<file path="src/rtl/uart_pkg.sv">
// ============================================================================
// Module      : uart_pkg
// Description : Shared types and helpers for the pin-label UART receiver.
// Revision    : 1.0 - initial release
// ============================================================================
`default_nettype none

package uart_pkg;

    typedef enum logic [2:0] {
        IDLE      = 3'd0,
        START     = 3'd1,
        DATA      = 3'd2,
        STOP      = 3'd3,
        WAIT_HIGH = 3'd4
    } rx_state_t;

    typedef logic [3:0][7:0] label_t;

    function automatic int uart_bit_cyc(input int clk_mhz, input int rate);
        return (clk_mhz * 1000000) / rate;
    endfunction

    function automatic logic byte_printable(input logic [7:0] b);
        return (b >= 8'h20) && (b <= 8'h7E);
    endfunction

endpackage

`default_nettype wire

</file>
<file path="src/rtl/uart_rx_byte.sv">
// ============================================================================
// Module      : uart_rx_byte
// Description : 8N1 byte receiver: 2-flop synchroniser, byte FSM, frame check.
// Revision    : 1.0 - initial release
// ============================================================================
`default_nettype none

module uart_rx_byte
    import uart_pkg::*;
#(
    parameter int CLK_FRE   = 25,
    parameter int UART_RATE = 115200
) (
    input  logic       clk,
    input  logic       rst_n,
    input  logic       uart_rx,
    output logic [7:0] rx_data,
    output logic       rx_valid,
    output logic       frame_err,
    output logic       line_idle,
    output logic       rx_fall
);

    localparam int c_BIT_CYC = uart_bit_cyc(CLK_FRE, UART_RATE);
    localparam int c_HALF    = c_BIT_CYC / 2;
    localparam int c_CW      = $clog2(c_BIT_CYC);
    localparam logic [c_CW-1:0] c_HALF_END = c_CW'(c_HALF - 1);
    localparam logic [c_CW-1:0] c_BIT_END  = c_CW'(c_BIT_CYC - 1);

    logic [1:0]      r_sync;
    logic            r_rx_prev;
    logic            w_rx;
    logic            w_fall;
    rx_state_t       r_state;
    logic [c_CW-1:0] r_cnt;
    logic [2:0]      r_bit_idx;
    logic [7:0]      r_shift;

    assign w_rx      = r_sync[1];
    assign w_fall    = r_rx_prev & ~w_rx;
    assign rx_fall   = w_fall;
    assign line_idle = (r_state == IDLE) & w_rx;

    // Synchroniser resets to the idle level so release never fakes a start edge.
    always_ff @(posedge clk or negedge rst_n) begin
        if (!rst_n) begin
            r_sync    <= 2'b11;
            r_rx_prev <= 1'b1;
        end else begin
            r_sync    <= {r_sync[0], uart_rx};
            r_rx_prev <= r_sync[1];
        end
    end

    always_ff @(posedge clk or negedge rst_n) begin
        if (!rst_n) begin
            r_state   <= IDLE;
            r_cnt     <= '0;
            r_bit_idx <= '0;
            r_shift   <= '0;
            rx_data   <= '0;
            rx_valid  <= 1'b0;
            frame_err <= 1'b0;
        end else begin
            rx_valid  <= 1'b0;
            frame_err <= 1'b0;
            case (r_state)
                IDLE: begin
                    if (w_fall) begin
                        r_state <= START;
                        r_cnt   <= '0;
                    end
                end
                START: begin
                    if (r_cnt == c_HALF_END) begin
                        r_cnt <= '0;
                        if (!w_rx) begin
                            r_state   <= DATA;
                            r_bit_idx <= '0;
                        end else begin
                            r_state <= IDLE;
                        end
                    end else begin
                        r_cnt <= r_cnt + 1'b1;
                    end
                end
                DATA: begin
                    if (r_cnt == c_BIT_END) begin
                        r_cnt     <= '0;
                        r_shift   <= {w_rx, r_shift[7:1]};
                        r_bit_idx <= r_bit_idx + 1'b1;
                        if (r_bit_idx == 3'd7) begin
                            r_state <= STOP;
                        end
                    end else begin
                        r_cnt <= r_cnt + 1'b1;
                    end
                end
                STOP: begin
                    if (r_cnt == c_BIT_END) begin
                        r_cnt <= '0;
                        if (w_rx) begin
                            rx_data  <= r_shift;
                            rx_valid <= 1'b1;
                            r_state  <= IDLE;
                        end else begin
                            frame_err <= 1'b1;
                            r_state   <= WAIT_HIGH;
                        end
                    end else begin
                        r_cnt <= r_cnt + 1'b1;
                    end
                end
                WAIT_HIGH: begin
                    if (w_rx) begin
                        r_state <= IDLE;
                    end
                end
                default: r_state <= IDLE;
            endcase
        end
    end

endmodule

`default_nettype wire

</file>
<file path="src/rtl/uart_label_rx.sv">
// ============================================================================
// Module      : uart_label_rx
// Description : UART receiver grouping 4 bytes into an ASCII pin label, with
//               idle-gap realignment. Optional macro LABEL_ASCII_CHECK_EN.
// Revision    : 1.0 - initial release
// ============================================================================
`default_nettype none

module uart_label_rx
    import uart_pkg::*;
#(
    parameter int CLK_FRE    = 25,
    parameter int UART_RATE  = 115200,
    parameter int IDLE_BYTES = 2
) (
    input  logic       clk,
    input  logic       rst_n,
    input  logic       uart_rx,
    output logic [7:0] rx_data,
    output logic       rx_valid,
    output label_t     label,
    output logic       label_valid,
    output logic       frame_err,
    output logic       label_err
);

    localparam int c_BIT_CYC  = uart_bit_cyc(CLK_FRE, UART_RATE);
    localparam int c_IDLE_LIM = IDLE_BYTES * 10 * c_BIT_CYC;
    localparam int c_IW       = $clog2(c_IDLE_LIM + 1);
    localparam logic [c_IW-1:0] c_IDLE_END = c_IW'(c_IDLE_LIM);
    localparam logic [c_IW-1:0] c_IDLE_PRE = c_IW'(c_IDLE_LIM - 1);

    logic            w_line_idle;
    logic            w_rx_fall;
    logic            w_timeout;
    logic [c_IW-1:0] r_idle_cnt;
    logic [1:0]      r_byte_cnt;
    logic [2:0][7:0] r_buf;

    uart_rx_byte #(
        .CLK_FRE   (CLK_FRE),
        .UART_RATE (UART_RATE)
    ) u_rx_byte (
        .clk       (clk),
        .rst_n     (rst_n),
        .uart_rx   (uart_rx),
        .rx_data   (rx_data),
        .rx_valid  (rx_valid),
        .frame_err (frame_err),
        .line_idle (w_line_idle),
        .rx_fall   (w_rx_fall)
    );

    // Timeout fires once on the cycle the counter reaches its limit, then saturates.
    assign w_timeout = w_line_idle & ~w_rx_fall & (r_idle_cnt == c_IDLE_PRE);

    always_ff @(posedge clk or negedge rst_n) begin
        if (!rst_n) begin
            r_idle_cnt <= '0;
        end else if (w_rx_fall) begin
            r_idle_cnt <= '0;
        end else if (w_line_idle && (r_idle_cnt != c_IDLE_END)) begin
            r_idle_cnt <= r_idle_cnt + 1'b1;
        end
    end

    // The fourth byte goes straight into label; only the first three are buffered.
    always_ff @(posedge clk or negedge rst_n) begin
        if (!rst_n) begin
            r_byte_cnt  <= '0;
            r_buf       <= '0;
            label       <= '0;
            label_valid <= 1'b0;
        end else begin
            label_valid <= 1'b0;
            if (rx_valid) begin
                if (r_byte_cnt == 2'd3) begin
                    r_byte_cnt  <= '0;
                    label       <= {r_buf, rx_data};
                    label_valid <= 1'b1;
                end else begin
                    r_buf[2'd2 - r_byte_cnt] <= rx_data;
                    r_byte_cnt               <= r_byte_cnt + 1'b1;
                end
            end else if (frame_err || w_timeout) begin
                r_byte_cnt <= '0;
            end
        end
    end

`ifdef LABEL_ASCII_CHECK_EN
    logic w_non_print;

    assign w_non_print = ~(byte_printable(r_buf[2]) & byte_printable(r_buf[1]) &
                           byte_printable(r_buf[0]) & byte_printable(rx_data));

    always_ff @(posedge clk or negedge rst_n) begin
        if (!rst_n) begin
            label_err <= 1'b0;
        end else begin
            label_err <= rx_valid & (r_byte_cnt == 2'd3) & w_non_print;
        end
    end
`else
    assign label_err = 1'b0;
`endif

endmodule

`default_nettype wire

</file>
<file path="config.mk">
export PLATFORM = sky130hd
export DESIGN_NAME = uart_label_rx
export DESIGN_NICKNAME = d
export VERILOG_FILES = /design/src/rtl/uart_pkg.sv /design/src/rtl/uart_rx_byte.sv /design/src/rtl/uart_label_rx.sv
export SDC_FILE = /design/constraint.sdc
export NUM_CORES = 1
export LEC_CHECK = 0
export ABC_AREA = 0
export CORE_MARGIN = 3
export CORE_UTILIZATION = 45
export DETAILED_ROUTE_END_ITERATION = 7
export GPL_TIMING_DRIVEN = 0
export HOLD_SLACK_MARGIN = 0.15
export MAX_ROUTING_LAYER = met4
export PLACE_DENSITY_LB_ADDON = 0.25
export RECOVER_POWER = 25
export SLEW_MARGIN = 0
export SYNTH_ARGS = -nofsm -noshare
export SYNTH_HDL_FRONTEND = slang
export SYNTH_SLANG_ARGS = --single-unit
</file>
<file path="constraint.sdc">
create_clock -name clk -period 2.1 [get_ports clk]
set_input_delay 0.315 -clock clk [delete_from_list [all_inputs] [get_ports clk]]
set_output_delay 0.315 -clock clk [all_outputs]
set_load 0.05 [all_outputs]
</file>
==> flow_summary.yaml <==
floorplan:
  core.rowCount: 36
  fp.dieW_um: 107
  floorplan.initialDensity: 0.467
  dieHeight_um: 107
  pin_count: 47
  die-area_um2: 11500
  coreArea_um2: 9860
finish:
  regArea_um2: 2680
  fill_cells: 834
  fin_util: 0.559
  multiInputGateArea_um2: 1820
  area_delta_synth_final_pct: 19.5
  final_layout_size_suffix_gt1_frac: 0.262
  final_cell_area_um2: 5510
  finalNetCount: 436
  diodes: 0
power:
  comb_power_share: 0.161
  powerDensity_nw_per_um2: 792
  internal_power_mw: 3.13
  p_clk_frac: 0.324
  seqPwrFrac: 0.515
  ir_worst_vdd_mv: 0.465
  switching_share: 0.284
  p_leak_nw: 2.64
  power.switching_mw: 1.24
  totalPowerFinal_mw: 4.36
detailed_routing:
  final_antenna_net_count: 0
  drt-initial-drc-count: 75
  drt-pass1-iter-count: 4
  routedWlPerCell_um: 14.7
  wirelength_um: 8240
  via_per_inst: 5.24
  drcViolationCount: 0
  vias: 2942
setup_path:
  cp-end-kind: "output port"
  slowest_stage: "clkdlybuf4s50_1"
  critPathKind: "register to output port"
  ff2ff_setup_slack_ns: 0.12
  path_cells: "clkdlybuf4s50_1"
  cp.arrival_ns: 1.68
  crit_path_max_incr_delay_ns: 0.85
  cp_max_fo: 6
  r2r_cells: 4
  r2r-end: "r_idle_cnt[1]"
  start_kind: "register"
  cp_top_family: "buffers and inverters"
  cp.buffers_inverters: 1
  critPathRequiredTime_ns: 1.78
  reg2reg_from: "r_idle_cnt[8]"
synth:
  syn_inst: 362
  synth_ff_type: "dfrtp_1"
  seq_area_frac_synth: 0.582
  syn_nets: 375
  synth_common_cells: "dfrtp_1 (104), mux2_2 (74), nand2_1 (30), nor2_1 (15), o21ai_0 (13)"
  synth.largest_area_cell: "dfrtp_1"
  synthArstFlopShare: 1.00
  yosysMostFrequentCell: "dfrtp_1"
  avgSynthCellArea_um2: 12.7
  synthTopCellsByArea: "dfrtp_1 (56%), mux2_2 (18%), ha_1 (2.7%)"
  synth_cell_type_count: 52
  synth_edf_count: 0
  yosysWarnings: 0
  syn_area_um2: 4610
  synth_top_area_frac: 0.565
  ys_ff_latch: 107
sta:
  hold_viol_final: 0
  rsz0062_at_grt: "no"
  clock_skew_ns: 0.0158
  hold_slack_ns: 0.367
  min_period_ns: 1.99
  fmax_mhz: 501
  timing.final.crit_share: 0.950
  setup_tns_ns: 0
  relSlewSlack: 0.168
  worst_pin_slew_ns: 1.25
  maxSlewViolCount: 0
  setup_violations: 0
place:
  hpwlAfterDp_um: 5810
  routabilityCongestion: 0.847
  place_area_um2: 5250
  io_buffers: 45
hold_path:
  hold_path_class: "register to register"
  min_from: "u_rx_byte.r_sync[0]"
  holdPathEnd: "u_rx_byte.r_sync[1]"
  hold_depth: 0
global_routing:
  grtUsageTotal: 0.159
  grt_pass1_vias: 2864
  antenna_found_initial: 0
  grt_max_degree: 60
  grt_overflow_total: 0
  grt_pass1_wl_um: 14000
clock_network:
  cts.sinks: 107
  ctsResizeCount: 0
  cts_tree: "built"
  root_buffer: "clkbuf_8"
  cts.path.max_buffers: 2
  clkLatencyLatePin_ns: 0.36
  clk_pin_slew_ns: 0.10
  numCtsBuffers: 9
  htreeDepth: 3
outcome:
  status: "complete, no violations"
flow_run:
  drv_cap: 0
==> final cells by class <==
cell class | instances | area share
buffer | 12 | 0.0118
clock buffer | 9 | 0.0225
clock inverter | 7 | 0.0191
inverter | 12 | 0.00817
multi-input combinational | 231 | 0.330
sequential | 107 | 0.487
tap | 133 | 0.0302
timing repair buffer | 50 | 0.0917
==> how the worst max path moves through the flow <==
stage | startpoint | to | slack, ns | depth (start not counted)
3_3_place_gp | rst_n | u_rx_byte.r_cnt[2] | -3.27 | 1
4_1_cts | u_rx_byte.rx_data[5] | rx_data[5] | 0.07 | 1
2_1_floorplan | u_rx_byte.r_sync[1] | r_idle_cnt[10] | 0.30 | 5
3_5_place_dp | u_rx_byte.r_sync[1] | r_idle_cnt[12] | 0.0004 | 5
5_1_grt | u_rx_byte.rx_data[3] | rx_data[3] | 0.02 | 1
6_report | u_rx_byte.rx_data[5] | rx_data[5] | 0.11 | 1
==> power by group through the flow <==
stage	sequential [mW]	combinational [mW]	clock [mW]
floorplan	2.27	0.507	0
global placement	2.28	0.651	0
detailed placement	2.29	0.678	0
CTS	2.25	0.707	1.45
global route	2.27	0.788	1.55
finish	2.25	0.704	1.41
==> state kept, by name (all words and copies together), names as in the netlist <==
signal               flops
label                   32
r_buf                   24
r_idle_cnt              13
u_rx_byte.r_cnt          8
u_rx_byte.r_shift        8
u_rx_byte.rx_data        8
u_rx_byte.r_bit_idx      3
u_rx_byte.r_state        3
r_byte_cnt               2
u_rx_byte.r_sync         2
label_valid              1
u_rx_byte.frame_err      1
u_rx_byte.r_rx_prev      1
u_rx_byte.rx_valid       1
==> stage by stage <==
stage	cells	setup slack [ns]
2_1_floorplan	362	0.298
3_3_place_gp	540	-3.27
3_5_place_dp	541	0.000372
4_1_cts	561	0.0707
5_1_grt	561	0.0241
6_report	561	0.105
==> routing by layer <==
metal,routed length [um],global-route usage,vias up
met4,83,0.0438,0
met5,0,-,-
met1,3860,0.210,1484
met2,3990,0.252,51
met3,304,0.0313,6
li1,-,-,1401
==> layout by cell type (no fill, tap or decap), types with 3 or more instances in the layout <==
cell type        Yosys  final
clkdlybuf4s50_1      0     43
a21oi_1              7      7
nand3_1             10     10
o21ai_0             13     13
o22ai_1              3      3
inv_1               12     12
buf_4                2      5
mux2_2              74     74
xor2_1               4      4
inv_6                0      3
nor3_1               5      5
nor2_1              15     15
buf_1                3      3
nand4_1              7      7
dfrtp_1            104    104
o21a_1               3      3
or3_1                4      4
nor2b_1              5      5
clkbuf_2             2      3
nand2_1             30     30
ha_1                10     10
clkbuf_8             0      9
==> kinds of logic after synthesis <==
family          after synthesis  share of synthesized area
mux                          76                      0.185
simple gates                101                      0.120
fa+ha+maj                    10                     0.0271
xor+xnor                      6                     0.0114
compound gates               37                     0.0499
flops                       107                      0.582
buf+inv                      24                     0.0239
other cells                   1                   0.000814
==> timing repair <==
| action | 4_1_cts | 5_1_grt |
|---|---|---|
| hold endpoints to repair | 48 | 0 |
| hold buffers | 1 | 0 |
| endpoints found under the setup margin | 1 | 0 |
| buffers inserted | 3 | 0 |
Power figures use the tool's default switching activity.
